### config.mk
export PLATFORM = sky130hd
export DESIGN_NAME = vga_timing_gen
export DESIGN_NICKNAME = d
export VERILOG_FILES = /design/src/rtl/vga_timing_gen.sv
export SDC_FILE = /design/constraint.sdc
export NUM_CORES = 1
export LEC_CHECK = 0
export ABC_AREA = 1
export CAP_MARGIN = 40
export CELL_PAD_IN_SITES_DETAIL_PLACEMENT = 0
export CELL_PAD_IN_SITES_GLOBAL_PLACEMENT = 1
export CORE_ASPECT_RATIO = 0.5
export CORE_MARGIN = 2
export CORE_UTILIZATION = 42
export DETAILED_ROUTE_END_ITERATION = 10
export PLACE_DENSITY_LB_ADDON = 0.05
export SYNTH_ARGS = -nofsm -noshare
export SYNTH_HDL_FRONTEND = slang
export SYNTH_SLANG_ARGS = --single-unit
### constraint.sdc
create_clock -name pclk -period 4.3 [get_ports pclk]
set_input_delay 0.645 -clock pclk [delete_from_list [all_inputs] [get_ports pclk]]
set_output_delay 0.645 -clock pclk [all_outputs]
set_load 0.03 [all_outputs]
### src/rtl/vga_timing_gen.sv
// Free-running VGA raster timing generator.
// Counts, syncs, blanks and frame strobe are all flop outputs aligned on the same pclk edge.
module vga_timing_gen #(
    parameter int H_VISIBLE = 800,
    parameter int H_FRONT   = 40,
    parameter int H_SYNC    = 128,
    parameter int H_BACK    = 88,
    parameter int V_VISIBLE = 600,
    parameter int V_FRONT   = 1,
    parameter int V_SYNC    = 4,
    parameter int V_BACK    = 23,
    parameter int SYNC_POL  = 1
) (
    input  logic        pclk,
    input  logic        rst_n,
    input  logic        en,
    output logic [10:0] hcount_out,
    output logic [10:0] vcount_out,
    output logic        hsync_out,
    output logic        vsync_out,
    output logic        hblnk_out,
    output logic        vblnk_out,
    output logic        frame_start
);

    localparam int H_TOTAL = H_VISIBLE + H_FRONT + H_SYNC + H_BACK;
    localparam int V_TOTAL = V_VISIBLE + V_FRONT + V_SYNC + V_BACK;

    localparam logic [10:0] H_LAST    = 11'(H_TOTAL - 1);
    localparam logic [10:0] V_LAST    = 11'(V_TOTAL - 1);
    localparam logic [10:0] H_VIS_END = 11'(H_VISIBLE);
    localparam logic [10:0] H_SYNC_LO = 11'(H_VISIBLE + H_FRONT);
    localparam logic [10:0] H_SYNC_HI = 11'(H_VISIBLE + H_FRONT + H_SYNC);
    localparam logic [10:0] V_VIS_END = 11'(V_VISIBLE);
    localparam logic [10:0] V_SYNC_LO = 11'(V_VISIBLE + V_FRONT);
    localparam logic [10:0] V_SYNC_HI = 11'(V_VISIBLE + V_FRONT + V_SYNC);
    localparam logic        ACT       = (SYNC_POL != 0);

    logic [10:0] h_next;
    logic [10:0] v_next;
    logic        h_wrap;
    logic        hs_next;
    logic        vs_next;

    // Decodes look at the next counts so they land in the same cycle as them.
    always_comb begin
        h_wrap  = (hcount_out == H_LAST);
        h_next  = h_wrap ? 11'd0 : hcount_out + 11'd1;
        v_next  = vcount_out;
        if (h_wrap) begin
            v_next = (vcount_out == V_LAST) ? 11'd0 : vcount_out + 11'd1;
        end
        hs_next = (h_next >= H_SYNC_LO) && (h_next < H_SYNC_HI);
        vs_next = (v_next >= V_SYNC_LO) && (v_next < V_SYNC_HI);
    end

    always_ff @(posedge pclk or negedge rst_n) begin
        if (!rst_n) begin
            hcount_out  <= 11'd0;
            vcount_out  <= 11'd0;
            hsync_out   <= ~ACT;
            vsync_out   <= ~ACT;
            hblnk_out   <= 1'b0;
            vblnk_out   <= 1'b0;
            frame_start <= 1'b0;
        end else if (en) begin
            hcount_out  <= h_next;
            vcount_out  <= v_next;
            hsync_out   <= hs_next ? ACT : ~ACT;
            vsync_out   <= vs_next ? ACT : ~ACT;
            hblnk_out   <= (h_next >= H_VIS_END);
            vblnk_out   <= (v_next >= V_VIS_END);
            frame_start <= (h_next == 11'd0) && (v_next == 11'd0);
        end else begin
            frame_start <= 1'b0;
        end
    end

endmodule

* Yosys cells after proc, flatten, opt, wreduce, memory -nomap -nowiden
Cells that the tools add are included.
Storage, ports and cells: bits in registers 27, bits of input ports 3, output and inout bits 27
Cells by class: add/subtract/negate cells 2, order comparisons 6, equality and inequality tests 2, muxes and demuxes 6, reduce and logical (&&, ||, !) cells 5
Operators by type and width (count):
- 11-bit by 10-bit >= comparator with 1-bit output, second input constant | 4
- 11-bit 2-to-1 mux | 3
- 11-bit by 1-bit adder with 11-bit output, second input constant | 2
- 11-bit logical NOT | 2
- 11-bit by 10-bit < comparator with 1-bit output, second input constant | 2
- 11-bit by 10-bit == test with 1-bit output, second input constant | 1
- 11-bit == test, second input constant | 1
- 1-bit logical AND | 3
- 1-bit 2-to-1 mux | 3

* Longest topological paths before layout
Gate-level depths: netlist of the first run.
word-level depth 6, depth in mapped cells 15, gate-level depth less buffers 15

* Least setup slack after synthesis of the first run
Ideal clock, no wire load.
kind register to register, from register hcount_out[1], to register vsync_out, arrival 1.875 ns, required time 4.183 ns, slack 2.308 ns, stages on the path, launching flop included 13, path buffers 0, clock period less this slack 1.992 ns, cells stage by stage dfrtp_1 ha_1 nand3_1 clkinv_2 nand3b_4 nand2_1 o21ai_1 nor2_2 nand3_2 nor2_2 nand2_1 nand3_1 nand2_1
On the way: longest elaborated chain between the ends 5, elaborated cells on any way between the ends 6, those cells by class order compare (2); eq/ne (1); mux (2); reduce/logical (1)
Ends and longest elaborated chain:
- start, declared | line 17 | output logic [10:0] hcount_out,
- start signal, assigned | line 67 | hcount_out <= h_next;
- 11-bit == test * | line 47 | h_wrap = (hcount_out == H_LAST);
- 11-bit 2-to-1 mux * | line 50 | if (h_wrap) begin
- 11-bit by 10-bit >= comparator with 1-bit output / 11-bit by 10-bit < comparator with 1-bit output (equally long branches) | line 54 | vs_next = (v_next >= V_SYNC_LO) && (v_next < V_SYNC_HI);
- 1-bit logical AND * | line 54
- 1-bit 2-to-1 mux * | line 70 | vsync_out <= vs_next ? ACT : ~ACT;
- end signal, assigned | line 62 | vsync_out <= ~ACT;
- end signal, assigned | line 70
- end, declared | line 20 | output logic vsync_out,
Mark *: on every way between the ends. The rest lies on a longest branch, timed or not. A chain may end at the register's enable or synchronous reset.

* Worst setup path in the final report of the first run
from input port en, to register frame_start
On the way: longest elaborated chain between the ends 1
Ends and longest elaborated chain:
- start, declared | line 16 | input logic en,
- 1-bit 2-to-1 mux | line 66 | end else if (en) begin
- end signal, assigned | line 73 | frame_start <= (h_next == 11'd0) && (v_next == 11'd0);
- end, declared | line 23 | output logic frame_start
Every way passes these cells.

==> results of run 1 <==
sequential cells by signal (all words and copies together) (netlist names):
register / count
hcount_out: 11
vcount_out: 11
frame_start: 1
hblnk_out: 1
hsync_out: 1
vblnk_out: 1
vsync_out: 1
power breakdown:
part           total (W)  switching (W)  internal (W)
Sequential      0.000403      0.0000974      0.000305
Clock           0.000157      0.0000906     0.0000661
Combinational   0.000509       0.000318      0.000191
kinds of logic (layout without fill, tap and decap cells):
kind of cell,Yosys count,after routing,share of synthesized area (%)
xor+xnor,6,6,2.615
compound gates,37,37,10.09
buf+inv,41,68,8.219
fa+ha+maj,2,2,1.245
simple gates,181,181,44.21
flops,27,27,33.62
per-stage QoR:
| step | utilization, % | std cells | hold WS [ps] | setup slack, ps |
|---|---|---|---|---|
| final | 53.27 | 387 | 490.8 | 1854 |
| after global routing | 53.27 | 387 | 513.1 | 1648 |
| after CTS | 53.27 | 387 | 492.8 | 1874 |
| after detailed placement | 52.19 | 383 | 464.2 | 1563 |
| after global placement | 52.19 | 383 | 464.3 | 1628 |
| after floorplan | - | 294 | 349.4 | 2308 |
critical path, delay by kind of cell:
family | cells | cell delay, ps
buf+inv | 2 | 1530
compound gates | 1 | 290
simple gates | 2 | 200
worst paths after layout:
check | start | end | slack (ps) | cells past startpoint
max in group asynchronous | rst_n | vcount_out[6]$_DFFE_PN0P_ | 3280 | 2
min in group asynchronous | rst_n | hcount_out[6]$_DFFE_PN0P_ | 730 | 2
worst max-delay path | en | frame_start$_DFF_PN0_ | 1850 | 5
worst min-delay path | hsync_out$_DFFE_PN0P_ | hsync_out$_DFFE_PN0P_ | 490 | 2
worst max register to register | hcount_out[1]$_DFFE_PN0P_ | vsync_out$_DFFE_PN0P_ | 2080 | 12
worst min register to register | hsync_out$_DFFE_PN0P_ | hsync_out$_DFFE_PN0P_ | 490 | 2
cells in the mapped netlist (4+ instances only):
cell type / number / area share, %
nand2_2: 10 / 3.1
inv_1: 33 / 6.2
o21ai_1: 4 / 1.0
nor2_1: 26 / 4.9
xor2_1: 6 / 2.6
nand2_1: 88 / 16
dfrtp_1: 27 / 34
nor3_1: 7 / 1.7
a21oi_1: 10 / 2.5
nor2_2: 6 / 1.9
nand4_1: 4 / 1.2
o21ai_0: 17 / 4.2
nand3_1: 24 / 6.0
nand3_2: 4 / 2.0
clkbuf_1: 4 / 0.75
routing by layer:
metal | vias to the layer above | GRT usage [%] | routed length (um)
met5 | - | 0 | 0
met4 | 0 | 4.222 | 46
met3 | 6 | 3.699 | 174
met2 | 33 | 32.79 | 2181
met1 | 893 | 30.93 | 2785
li1 | 993 | - | -
area by class of cell:
cell class / count / area (sq um) / share of cell area [%]
multi-input cells: 226 / 1169 / 48.65
flip-flops and latches: 27 / 675.6 / 28.13
repair buffers: 30 / 297.8 / 12.40
inverters: 34 / 128.9 / 5.365
well taps: 66 / 82.58 / 3.438
clock buffers: 3 / 41.29 / 1.719
clock inverters: 1 / 7.507 / 0.3125
==> impl_metrics.csv, run 1 <==
group,metric,value,unit
die,die_h,52.91,um
routing,drt-initial-drc-count,75,
outcome,status,"finished clean",
grt,grt_pass1_wl,8749,um
clocking,cts.sinks,27,
worst_hold_path,hold_class,"reg -> reg",
place,dpl-instance-area,0.002354,sq mm
clocking,cts_max_level,1,
final_layout,syn_to_final_growth,19.55,%
grt,grt_max_degree,28,
timing,rsz0062_at_grt,"no",
synthesis,yosys_register_bits,27,
timing,maxSlewViolCount,0,
timing,finalSetupTns,0,ps
timing,period_needed,2446,ps
worst_setup_path,end_kind,"register",
worst_setup_path,cp_slowest_cell,"clkdlybuf4s50_1",
timing,min_period_over_period,56.88,%
grt,overflow,0,
worst_setup_path,cp.required,4530,ps
die,die-width,101.8,um
power_and_ir_drop,p_leak,1.100,nW
place,routabilityCongestion,0.8506,
final_layout,final_cell_mix,"nand2_1 (88), inv_1 (33), clkdlybuf4s50_1 (29)",
die,start_util,44.56,%
die,core-area,0.004509,sq mm
final_layout,fin_nets,327,
worst_setup_path,critPathKind,"in -> reg",
synthesis,synth_seq_area_share,33.62,%
place,place_hpwl,3896,um
routing,drc,0,
worst_setup_path,cp_slowest_stage_delay,970,ps
synthesis,netlist_instances,294,
timing,hold_violations,0,
routing,routedWlPerCell,13.40,um
timing,max_slew_margin,48.69,%
grt,grt_pass1_vias,1805,
die,row_count,17,
clocking,cts.repair.resized,0,
power_and_ir_drop,finalPower,0.001068,W
clocking,clock_path_buffers,2,
routing,routed_via_density,4.974,
power_and_ir_drop,vdd_drop_max,0.0002513,V
synthesis,yosysWarnings,0,
clocking,path_clk_slew,110,ps
synthesis,syn-num-nets,299,
run,drv_cap,0,
die,die-area,0.005387,sq mm
timing,finClkSkew,14.39,ps
synthesis,synthArstFlopShare,100.0,%
final_layout,final_common_cell,"nand2_1",
synthesis,synth_flop_cell,"dfrtp_1",
routing,drtAntennaViolNets,0,
routing,first_pass_iters,4,
timing,finalSetupViolCount,0,
timing,worst_pin_slew,767.2,ps
final_layout,final_area,0.002402,sq mm
clocking,cts_tree,"done",
die,io_pins,30,
routing,route.vias.total,1925,
clocking,numCtsBuffers,3,
routing,wl,5187,um
worst_setup_path,cp.arrival,2680,ps
clocking,root_buffer,"clkbuf_8",
synthesis,synth-edff-count,0,
synthesis,syn_avg_cell_area,6.835,sq um
worst_setup_path,crit_path_max_fanout,26,
grt,antenna_found_initial,0,
timing,clock.fmax,408.8,MHz
synthesis,yosys.cell_types.count,34,
grt,grtUsageTotal,21.12,%
synthesis,syn-cell-area,0.002009,sq mm
worst_setup_path,cp-start-kind,"primary input",
worst_setup_path,cp_cell_sequence,"clkdlybuf4s50_1, inv_1, a21oi_1, nand4_1, nor2_1",
place,portBuffers,29,
final_layout,final_layout_size_suffix_gt1_share,11.84,%
power_and_ir_drop,p_per_area,444.5,mW/mm^2
clocking,clk_latency,290,ps
clocking,cts_setup_buffers,0,
final_layout,antenna_cells,0,
clocking,postCtsHoldBufs,0,
final_layout,num-fill-cells,465,
No activity file was read; power rests on OpenSTA's default activity.
==> inputs of run 2 (changes only) <==
Settings changed: CORE_UTILIZATION 42 to 39.
Clock period 4.3 ns to 2.33 ns, I/O delays scaled along.
==> impl_metrics.csv, run 2 (synthesis results as in run 1) <==
group,metric,value,unit
grt,antenna_found_initial,0,
worst_setup_path,crit_top_cell,"nor2_1",
worst_setup_path,regToRegEndpoint,"frame_start$_DFF_PN0_",
grt,grt_pass1_vias,1834,
grt,grtUsageTotal,20.11,%
timing,rsz0062_at_grt,"no",
place,dpl-instance-area,0.002389,sq mm
grt,grt_pass1_wl,8845,um
final_layout,antenna_cells,0,
worst_setup_path,critPathBufInv,2,
grt,overflow,0,
final_layout,fin_nets,332,
clocking,path_clk_slew,100,ps
outcome,status,"finished clean",
place,routabilityCongestion,0.8562,
timing,fin_hold_ws,443.8,ps
final_layout,final_area,0.002454,sq mm
clocking,clk_latency,280,ps
timing,maxSlewViolCount,0,
die,die-width,105.5,um
timing,finalSetupTns,0,ps
worst_setup_path,cp_slowest_stage_delay,420,ps
routing,first_pass_iters,4,
final_layout,top_regs,"hcount_out (11), vcount_out (11)",
timing,clock.fmax,489.6,MHz
final_layout,final_layout_size_suffix_gt1_share,12.88,%
place,portBuffers,29,
die,die_h,54.76,um
place,place_ws,206.4,ps
timing,hold_violations,0,
worst_setup_path,cp.required,2560,ps
clocking,root_buffer,"clkbuf_8",
worst_setup_path,critPathKind,"reg -> reg",
clocking,cts_tree,"done",
clocking,cts_max_level,1,
worst_setup_path,cp_cell_sequence,"ha_1, nand4_4, nor2_4, buf_12, or2_2, nand2_1, nand2_2, nor2_2, inv_1, nor2_1, nand3_1, nor2_1",
run,drv_cap,0,
worst_setup_path,crit_path_max_fanout,14,
die,io_pins,30,
timing,finalSetupViolCount,0,
routing,routed_via_density,4.833,
power_and_ir_drop,p_per_area,808.8,mW/mm^2
routing,route.vias.total,1914,
worst_setup_path,end_kind,"register",
clocking,cts.sinks,27,
die,die-area,0.005777,sq mm
timing,max_slew_margin,69.91,%
power_and_ir_drop,finalPower,0.001985,W
routing,drt-initial-drc-count,54,
final_layout,final_cell_mix,"nand2_1 (88), inv_1 (33), clkdlybuf4s50_1 (29)",
worst_setup_path,ff2ff_setup_slack,290,ps
worst_setup_path,cp_slowest_cell,"dfrtp_1",
timing,worst_pin_slew,450.8,ps
final_layout,final_common_cell,"nand2_1",
worst_setup_path,cp-start-kind,"register",
place,place_hpwl,4095,um
die,start_util,40.56,%
routing,drtAntennaViolNets,0,
worst_hold_path,hold_class,"in -> async",
grt,grt_max_degree,28,
worst_setup_path,cp.arrival,2270,ps
timing,period_needed,2043,ps
power_and_ir_drop,vdd_drop_max,0.0005781,V
worst_setup_path,reg2reg_from,"hcount_out[0]$_DFFE_PN0P_",
timing,finClkSkew,8.562,ps
routing,drc,0,
clocking,clock_path_buffers,2,
timing,fin_ws,287.5,ps
worst_setup_path,worstRegToRegCells,12,
clocking,postCtsHoldBufs,0,
routing,routedWlPerCell,13.50,um
power_and_ir_drop,p_leak,1.130,nW
clocking,numCtsBuffers,3,
worst_setup_path,critPathTopFamily,"simple AND/OR/NAND/NOR gates",
die,row_count,18,
final_layout,syn_to_final_growth,22.10,%
timing,min_period_over_period,87.66,%
routing,wl,5345,um
die,core-area,0.004955,sq mm
## run 2: cell count changes in the layout (fill, tap and decap cells not counted)
| cell | before | now |
|---|---|---|
| buf_4 | 1 | 5 |
| buf_12 | 0 | 1 |
| clkinvlp_4 | 1 | 0 |
| clkbuf_1 | 0 | 1 |
## run 2: repair_timing
| item | CTS | global route |
|---|---|---|
| hold endpoints to repair | 0 | 0 |
| setup buffers | 0 | 1 |
| gates resized for setup | 0 | 0 |
| setup endpoints to repair | 0 | 2 |
## run 2: worst register-to-register path, cell delays in order (launching register included)
cell	delay (ps)
dfrtp_1	420
ha_1	320
nand4_4	170
nor2_4	50
buf_12	140
or2_2	280
nand2_1	100
nand2_2	80
nor2_2	120
inv_1	60
nor2_1	100
nand3_1	70
nor2_1	90
## run 2: worst max path at each step
stage	startpoint	end	slack, ps	cells past startpoint
after floorplan	hcount_out[1]$_DFFE_PN0P_	vsync_out$_DFFE_PN0P_	340	12
after global placement	hcount_out[0]$_DFFE_PN0P_	vsync_out$_DFFE_PN0P_	240	12
after detailed placement	hcount_out[0]$_DFFE_PN0P_	vsync_out$_DFFE_PN0P_	210	12
after CTS	hcount_out[0]$_DFFE_PN0P_	vsync_out$_DFFE_PN0P_	190	12
after global routing	hcount_out[0]$_DFFE_PN0P_	vsync_out$_DFFE_PN0P_	80	12
final	hcount_out[0]$_DFFE_PN0P_	frame_start$_DFF_PN0_	290	12
## run 2: through the flow
step                      utilization, %  instances
after floorplan                        -        294
after global placement             48.21        391
after detailed placement           48.21        391
after CTS                          49.12        395
after global routing               49.52        396
final                              49.52        396
## run 2: where the power goes
part | internal, W | total, W | switching [W]
Clock | 0.000123 | 0.000288 | 0.000165
Combinational | 0.000363 | 0.000967 | 0.000603
Sequential | 0.000563 | 0.000730 | 0.000166
Total | 0.00105 | 0.00198 | 0.000934
## run 2: layout make-up
class,instances,area [sq um]
Fill cell,534,2501
Multi-Input combinational cell,226,1169
Sequential cell,27,675.6
Timing Repair Buffer,35,347.8
Inverter,34,128.9
Tap cell,70,87.58
Clock buffer,4,45.04
## run 2: per-layer routing
| layer | vias to the layer above | GRT usage [%] | routed length, um | share of wire, % |
|---|---|---|---|---|
| met5 | - | 0 | 0 | 0 |
| met2 | 26 | 32.58 | 2243 | 42 |
| li1 | 1008 | - | - | - |
| met1 | 876 | 29.09 | 2923 | 55 |
| met3 | 4 | 3.571 | 153 | 2.9 |
| met4 | 0 | 2.632 | 25 | 0.47 |
